**src/rtl/param_commit_ctrl.sv**
```systemverilog
// Reads a seqlock-guarded parameter block from on-chip memory and hands a
// consistent snapshot to the ODE solver, switching sets only at step boundaries.
module param_commit_ctrl #(
  parameter int NUM_PARAMS = 12,
  parameter int PARAM_W    = 10,
  parameter int ADDR_W     = 4,
  parameter int READ_LAT   = 1
) (
  input  logic                          clock_50,
  input  logic                          reset,
  input  logic                          enable,
  input  logic [15:0]                   read_data,
  input  logic                          step_boundary,
  output logic [ADDR_W-1:0]             read_address,
  output logic [NUM_PARAMS*PARAM_W-1:0] params_out,
  output logic                          params_valid,
  output logic                          commit_pulse,
  output logic [7:0]                    retry_count
);

  localparam int                 WAIT_W    = (READ_LAT < 1) ? 1 : $clog2(READ_LAT + 1);
  localparam logic [WAIT_W-1:0]  WAIT_LAST = WAIT_W'(READ_LAT);
  localparam logic [ADDR_W-1:0]  LAST_ADDR = ADDR_W'(NUM_PARAMS);

  typedef enum logic [2:0] {IDLE, SEQ0, SWEEP, SEQ1, CHECK, PENDING} state_t;

  state_t                        state;
  logic [WAIT_W-1:0]             wait_cnt;
  logic [15:0]                   seq0;
  logic [15:0]                   seq1;
  logic [15:0]                   last_seq;
  logic [NUM_PARAMS*PARAM_W-1:0] shadow;
  logic                          word_done;

  assign word_done = (wait_cnt == WAIT_LAST);

  function automatic logic [7:0] sat_inc8(input logic [7:0] v);
    return (v == 8'hFF) ? v : v + 8'd1;
  endfunction

  function automatic state_t after_sweep(input logic en);
    return en ? SEQ0 : IDLE;
  endfunction

  always_ff @(posedge clock_50 or posedge reset) begin
    if (reset) begin
      state        <= IDLE;
      wait_cnt     <= '0;
      read_address <= '0;
      seq0         <= '0;
      seq1         <= '0;
      last_seq     <= 16'hFFFF;
      shadow       <= '0;
      params_out   <= '0;
      params_valid <= 1'b0;
      commit_pulse <= 1'b0;
      retry_count  <= '0;
    end else begin
      commit_pulse <= 1'b0;
      case (state)
        IDLE: begin
          read_address <= '0;
          wait_cnt     <= '0;
          if (enable) state <= SEQ0;
        end

        SEQ0: begin
          if (word_done) begin
            seq0     <= read_data;
            wait_cnt <= '0;
            if (enable) begin
              state        <= SWEEP;
              read_address <= ADDR_W'(1);
            end else begin
              state        <= IDLE;
              read_address <= '0;
            end
          end else begin
            wait_cnt <= wait_cnt + WAIT_W'(1);
          end
        end

        SWEEP: begin
          if (word_done) begin
            for (int k = 0; k < NUM_PARAMS; k++) begin
              if (read_address == ADDR_W'(k + 1))
                shadow[k*PARAM_W +: PARAM_W] <= read_data[PARAM_W-1:0];
            end
            wait_cnt <= '0;
            // The last parameter address is never exceeded; the seq word follows.
            if (!enable) begin
              state        <= IDLE;
              read_address <= '0;
            end else if (read_address == LAST_ADDR) begin
              state        <= SEQ1;
              read_address <= '0;
            end else begin
              read_address <= read_address + ADDR_W'(1);
            end
          end else begin
            wait_cnt <= wait_cnt + WAIT_W'(1);
          end
        end

        SEQ1: begin
          if (word_done) begin
            seq1     <= read_data;
            wait_cnt <= '0;
            state    <= enable ? CHECK : IDLE;
          end else begin
            wait_cnt <= wait_cnt + WAIT_W'(1);
          end
        end

        CHECK: begin
          read_address <= '0;
          wait_cnt     <= '0;
          if ((seq0 != seq1) || seq0[0]) begin
            retry_count <= sat_inc8(retry_count);
            state       <= after_sweep(enable);
          end else if (seq0 == last_seq) begin
            state <= after_sweep(enable);
          end else begin
            state <= PENDING;
          end
        end

        PENDING: begin
          read_address <= '0;
          wait_cnt     <= '0;
          if (step_boundary) begin
            params_out   <= shadow;
            last_seq     <= seq0;
            params_valid <= 1'b1;
            commit_pulse <= 1'b1;
            state        <= after_sweep(enable);
          end
        end

        default: begin
          state        <= IDLE;
          read_address <= '0;
          wait_cnt     <= '0;
        end
      endcase
    end
  end

endmodule

```
**config.mk**
```make
export PLATFORM = sky130hd
export DESIGN_NAME = param_commit_ctrl
export DESIGN_NICKNAME = d
export VERILOG_FILES = /design/src/rtl/param_commit_ctrl.sv
export SDC_FILE = /design/constraint.sdc
export NUM_CORES = 1
export LEC_CHECK = 0
export ABC_AREA = 1
export CAP_MARGIN = 40
export CORE_UTILIZATION = 50
export CTS_CLUSTER_DIAMETER = 60
export DETAILED_ROUTE_END_ITERATION = 16
export HOLD_SLACK_MARGIN = 0.03
export PLACE_DENSITY_LB_ADDON = 0.2
export SETUP_SLACK_MARGIN = 0.4
export SYNTH_ARGS = -nofsm -noshare
export SYNTH_HDL_FRONTEND = slang
export SYNTH_SLANG_ARGS = --single-unit
```
**constraint.sdc**
```tcl
create_clock -name clock_50 -period 10.1 [get_ports clock_50]
set_input_delay 2.02 -clock clock_50 [delete_from_list [all_inputs] [get_ports clock_50]]
set_output_delay 2.02 -clock clock_50 [all_outputs]
set_load 0.03 [all_outputs]
```
==> summary.md, run 1 <==
| Metric | Value |
|---|---|
| Status | `finished clean` |
| Post-CTS Setup Repair Bufs | `0` |
| Area growth from synthesis to final layout | `24.9%` |
| First-pass DRT Iterations | `5` |
| Ratio of cells with drive above 1 in the final layout | `approximately 6.4%` |
| Sink Count | `between 300 and 400` |
| CTS Buf Count | `30` |
| Yosys reg bits | `306` |
| Rows | `56` |
| CTS tree | `built` |
| Die area | `around 0.025 mm^2` |
| Hold Path Stages | `1` |
| # nets final | `1534` |
| DR WL met3 | `roughly 1700 um` |
| GRT Total Usage | `approximately a quarter` |
| Global-route wire length before repair | `46400 um` |
| Setup Skew | `roughly 7.9 ps` |
| Hold Buf Count CTS | `0` |
| Synth Area per Inst | `between 8 and 9 um^2` |
| Crit Path Category | `input port to async pin` |
| Vias/cell | `a little over 5` |
| Tcrit/Tclk final | `about two fifths` |
| Clock Latency Late Sink | `~540 ps` |
| Fmax | `approximately 0.25 GHz` |
| Via count | `9307` |
| Asr flop ratio synth | `100%` |
| Buffers on Ports | `between 150 and 200` |
| Diodes inserted | `0` |
| Worst setup SP type | `input port` |
| Die height | `around 160 um` |
| Hold Path Class | `flip-flop to flip-flop` |
| Synth Warn # | `0` |
| Hold Fails Final Rpt | `0` |
| Main area contributors after synthesis | `dfrtp_1, nand2_1, o21ai_0` |
| Highest routed layer | `met4` |
| Number of max-cap violations | `0` |
| Non-Filler Instances | `1850` |
| Fillers | `1963` |
| Initial Utilization | `between 50% and 60%` |
| Setup TNS | `0 ps` |
| Vias in the first global route | `just under 9000` |
| Peak VDD IR | `164 uV` |
| Unrepaired setup endpoints after global routing | `no` |
| Number of remaining DRC errors | `0` |
| Mapped Nets | `about 1400` |
| Die width | `around 160 um` |
| FF-to-FF path depth | `6` |
| Synth area leader | `dfrtp_1` |
| Drt wl/cell | `15.4 um` |
| Synth Cell Area | `0.0122 mm^2` |
| Largest net degree at the start of global routing | `between 100 and 150` |
| Post-synth cell types | `28` |
| Metal-1 WL | `roughly 13000 um` |
| Slew at the pin closest to its max-slew limit | `between 800 and 900 ps` |
| Dpl cells | `1796` |
| Post-synth EDFFs | `0` |
| Crit-path max FO | `65` |
| Max Root-Sink Buffers | `3` |
| DP HPWL | `18100 um` |
| Ports | `roughly 150` |
| Overall Power | `about 0.0043 W` |
| Req. time, crit path | `10680 ps` |
| Root Driver | `clkbuf_16` |
| Max-slew headroom | `roughly 42%` |
| CP Capture Type | `async pin` |
| Cell Pwr Density | `281 mW/mm^2` |
| PostCTS Resize Cnt | `0` |
| Metal2 WL | `between 10000 and 15000 um` |
| Minimum clock period | `3960 ps` |
| Leak Pwr | `roughly 7.5 nW` |
| Clock transition at path regs | `around 60 ps` |
| 1st-iter DRT viols | `between 600 and 700` |
| Final ANT Viol Nets | `0` |
| Antenna violations before repair | `0` |
| Post-synthesis cell count | `~1400` |
| Htree depth | `1` |
| Core area | `0.0237 mm^2` |
| Prevailing post-synth register cell | `dfrtp_1` |
| Yosys top cell area share | `59.6%` |
| Sequential share of the synthesized area | `a little over three fifths` |
| Grt total ovfl | `0` |
| Final Max Tran Viols | `0` |
| RePlAce Congestion | `a little under 0.9` |
| # setup viols final | `0` |
| WP data arrival | `between 4000 and 5000 ps` |
| Routed WL | `28500 um` |
## flip-flops by register name (all words and copies together), names as in the netlist
| signal | flops |
|---|---|
| last_seq | 16 |
| shadow | 120 |
| wait_cnt | 1 |
| retry_count | 8 |
| commit_pulse | 1 |
| seq1 | 16 |
| params_valid | 1 |
| read_address | 4 |
| state | 3 |
| params_out | 120 |
| seq0 | 16 |
## final timing paths
| path | startpoint | to | slack, ps |
|---|---|---|---|
| setup / recovery | reset | retry_count[4] | 6140 |
| hold / removal | params_valid | params_valid | 470 |
| setup reg to reg | state[2] | params_out[18] | 7760 |
| hold reg to reg | params_valid | params_valid | 470 |
| max in group clock_50 | read_address[3] | read_address[3] | 6190 |
| min in group asynchronous | reset | seq1[14] | 1870 |
## per-layer routing
metal	GRT usage [%]	vias to the layer above
li1	-	4536
met5	0	-
met3	4.02	39
met4	4.81	0
met2	38.2	260
met1	34.1	4472
## placed cells by master, fill, tap and decap left out, drive strengths merged
cell	instances
a21oi	5
a31oi	1
buf	18
bufinv	4
clkbuf	45
clkdlybuf4s50	153
clkinv	4
clkinvlp	2
dfrtp	290
dfstp	16
ha	5
inv	140
nand2	531
nand3	12
nand3b	1
nand4	6
nor2	35
nor3	4
nor3b	1
nor4	5
o21ai	239
o21bai	2
or2	2
xnor2	7
xor2	3
## worst max-delay path, cell delays in order
cell and delay [ps]:
clkdlybuf4s50_1 460, clkinvlp_4 340, buf_12 240, buf_4 670
buf_4 750
## final cells by class
class | count | area [um^2] | area share [%]
clock inverters | 9 | 151 | 0.995
flip-flops and latches | 306 | 7680 | 50.5
well taps | 319 | 399 | 2.62
repair buffers | 171 | 1780 | 11.7
inverters | 141 | 533 | 3.50
multi-input cells | 859 | 3760 | 24.7
clock buffers | 45 | 918 | 6.04
## metrics by stage
step                      hold WS [ps]  setup WS [ps]  util [%]  area, um^2
after global routing               482           5750      64.2       15200
after CTS                          468           6030      64.2       15200
final                              465           6140      64.2       15200
after detailed placement           453           5460      59.7       14100
after floorplan                    442           4020         -       12200
after global placement             449           5210      59.0       14000
## where the power goes
group          internal [W]  total (W)  leakage [nW]  switching (W)
combinational      0.000524    0.00131          3.51       0.000787
sequential          0.00156    0.00178          3.47       0.000227
clock              0.000727    0.00119         0.525       0.000462
total               0.00281    0.00428          7.50        0.00148
## synth_stat cells (2+ instances only)
library cell / instances
nand3_1: 10
clkbuf_1: 35
o21ai_0: 235
a21oi_1: 5
dfrtp_1: 290
ha_1: 5
buf_2: 24
nor3_1: 4
xnor2_1: 7
or2_2: 2
nor2_2: 2
o21bai_1: 2
nand2_1: 530
dfstp_2: 16
nor4_1: 5
inv_1: 139
xor2_1: 3
inv_2: 2
nor2_1: 33
nand4_1: 6
o21ai_1: 4
## logic make-up (layout without fill, tap and decap cells)
kind of cell	after synthesis	after routing	share of synthesized area, %
AND/OR/NAND/NOR	597	597	19.1
flip-flops	306	306	63.0
AO/OA/AOI/OAI	247	247	10.2
buffers and inverters	201	366	6.44
XOR/XNOR	10	10	0.719
adder cells (fa/ha/maj)	5	5	0.514
Power figures use the tool's default switching activity.
==> run 2: changes to the inputs <==
==> constraint.sdc (replaced) <==
create_clock -name clock_50 -period 3.4 [get_ports clock_50]
set_input_delay 0.68 -clock clock_50 [delete_from_list [all_inputs] [get_ports clock_50]]
set_output_delay 0.68 -clock clock_50 [all_outputs]
set_load 0.03 [all_outputs]
==> run 2 against run 1 <==
Compared with the run above: final cell count is the same; sequential cell count stayed put; clock power increased to 3.1 times the previous value; utilization about the same; sequential share of layout area barely moved; power rose to 3.0 times the previous value; non-clock buffer count decreased by 3; combinational power grew to 3.0 times the previous value; first-iteration DRC count is 7.5% higher; global-route usage decreased by 0.062 points; clock skew up 9.5 ps; die area did not move; largest cell class unchanged.
==> summary.md, run 2 (synthesis results as in run 1) <==
| Metric | Value |
|---|---|
| Final ANT Viol Nets | `0 (unchanged)` |
| WP depth | `1 (was 5)` |
| Crit Path Category | `flip-flop to output port (was input port to async pin)` |
| Reg-to-reg slack, setup | `1260 ps (was 7760 ps)` |
| Top cell family by delay on the critical path | `buffers and inverters (unchanged)` |
| Sink Count | `306 (unchanged)` |
| Cell Pwr Density | `848 mW/mm^2 (was 281 mW/mm^2)` |
| Crit-path max FO | `8 (was 65)` |
| FF-to-FF path depth | `4 (was 6)` |
| Min Hold Slack | `435 ps (was 465 ps)` |
| Worst setup SP type | `flip-flop (was input port)` |
| Reg2reg start | `read_address[3] (was state[2])` |
| Tcrit/Tclk final | `between 70% and 80%` |
| Design area | `0.0152 mm^2 (about the same)` |
| 1st-iter DRT viols | `677 (was 630)` |
| Antenna violations before repair | `0 (unchanged)` |
| Ratio of cells with drive above 1 in the final layout | `6.40% (unchanged)` |
| Diodes inserted | `0 (unchanged)` |
| Drt wl/cell | `15.3 um (was 15.4 um)` |
| Status | `finished clean (unchanged)` |
| GRT Total Usage | `23.7% (was 23.8%)` |
| Htree depth | `1 (unchanged)` |
| Max-slew headroom | `37.3% (was 41.6%)` |
| Unrepaired setup endpoints after global routing | `no (unchanged)` |
| CP Capture Type | `output port (was async pin)` |
| Grt total ovfl | `0 (unchanged)` |
| Post-CTS Setup Repair Bufs | `0 (unchanged)` |
| Peak VDD IR | `470 uV (was 164 uV)` |
| CTS tree | `built (unchanged)` |
| Core area | `0.0237 mm^2 (unchanged)` |
| Final WS setup | `826 ps (was 6140 ps)` |
| Largest net degree at the start of global routing | `213 (was 101)` |
| Ports | `154 (unchanged)` |
| Largest registers | `params_out (120), shadow (120) (unchanged)` |
| Post-Place Cell Area | `0.0141 mm^2 (about the same)` |
| Minimum clock period | `around 2600 ps` |
| Die height | `158 um (unchanged)` |
| Routed WL | `28400 um (was 28500 um)` |
| Initial Utilization | `51.4% (unchanged)` |
| Most frequent cells in the layout | `nand2_1, dfrtp_1, o21ai_0, clkdlybuf4s50_1, inv_1 (unchanged)` |
| Req. time, crit path | `2720 ps (was 10680 ps)` |
| Vias/cell | `5.04 (was 5.03)` |
| RePlAce Congestion | `0.884 (was 0.878)` |
| Commonest non-fill, non-tap cell in the layout | `nand2_1 (unchanged)` |
| Final Max Tran Viols | `0 (unchanged)` |
| Die width | `158 um (unchanged)` |
| Max Root-Sink Buffers | `3 (unchanged)` |
| # setup viols final | `0 (unchanged)` |
| RR Endpoint | `shadow[93] (was params_out[18])` |
| Rows | `56 (unchanged)` |
| Hold Path Class | `input port to async pin (was flip-flop to flip-flop)` |
| WP buf/inv | `1 (was 5)` |
| CTS Buf Count | `31 (was 30)` |
| CP peak stage delay | `780 ps (was 750 ps)` |
| Crit path from | `read_address[2] (was reset)` |
| DP HPWL | `18000 um (was 18100 um)` |
| Area growth from synthesis to final layout | `24.9% (about the same)` |
| Die area | `0.0250 mm^2 (unchanged)` |
| Slew at the pin closest to its max-slew limit | `940 ps (was 876 ps)` |
| Leak Pwr | `7.51 nW (was 7.50 nW)` |
| WP data arrival | `1890 ps (was 4540 ps)` |
| # nets final | `1532 (was 1534)` |
| Hold Buf Count CTS | `0 (unchanged)` |
| Fmax | `around 0.39 GHz` |
| Hold Fails Final Rpt | `0 (unchanged)` |
| First-pass DRT Iterations | `5 (unchanged)` |
| Via count | `9328 (was 9307)` |
| Number of max-cap violations | `0 (unchanged)` |
| Vias in the first global route | `9061 (was 8868)` |
| CP max stage cell | `clkdlybuf4s50_1 (was buf_4)` |
| Global-route wire length before repair | `46400 um (about the same)` |
| Buffers on Ports | `153 (unchanged)` |
| Clock Latency Late Sink | `560 ps (was 540 ps)` |
| Place WS | `1070 ps (was 5460 ps)` |
| Setup Skew | `17.4 ps (was 7.90 ps)` |
| Crit-path cells | `clkdlybuf4s50_1 (was clkdlybuf4s50_1 -> clkinvlp_4 -> buf_12 -> buf_4 -> buf_4)` |
| Clock transition at path regs | `60 ps (about the same)` |
| Root Driver | `clkbuf_16 (unchanged)` |
| Critical Path Sink | `read_address[2] (was retry_count[4])` |
| PostCTS Resize Cnt | `0 (unchanged)` |
| Number of remaining DRC errors | `0 (unchanged)` |
## run 2: worst min path at each step
stage                     start               to  cells after the start
finish                    reset          seq0[9]                      2
global route              reset          seq0[9]                      2
CTS                       reset          seq0[9]                      2
detailed placement  shadow[101]  params_out[101]                      2
global placement     shadow[89]   params_out[89]                      2
floorplan           shadow[100]  params_out[100]                      2
## run 2: routing by layer
metal / track usage, % / vias up / share of wire [%]
met5: 0 / - / 0
met2: 38.1 / 246 / 47
met3: 3.97 / 45 / 5.8
met1: 33.7 / 4506 / 45
met4: 5.77 / 0 / 1.8
li1: - / 4531 / -
## run 2: area by class of cell
type,count,area [um^2]
Sequential cell,306,7680
Clock buffer,42,877
Multi-Input combinational cell,859,3760
Clock inverter,15,262
Inverter,141,533
Tap cell,319,399
Timing Repair Buffer,168,1710
Fill cell,2056,8470
## run 2: worst reg2reg max path, delay by kind of cell, from the launching register on
kind	cells	cell delay (ps)
compound gates	1	440
flops	1	540
buf+inv	1	150
simple gates	2	900
## run 2: power by group
group / internal (W) / switching, W
Combinational: 0.00154 / 0.00234
Clock: 0.00234 / 0.00140
Sequential: 0.00462 / 0.000668
Total: 0.00850 / 0.00441
## run 2: per-stage QoR
stage | instances | power (W) | util [%] | TNS (ps)
5_1_grt | 1850 | 0.0137 | 64.2 | 0
3_3_place_gp | 1791 | 0.00911 | 59.3 | 0
6_report | 1850 | 0.0129 | 64.2 | 0
2_1_floorplan | 1366 | 0.00762 | - | -391940
3_5_place_dp | 1793 | 0.00923 | 59.4 | 0
4_1_cts | 1850 | 0.0130 | 64.2 | 0
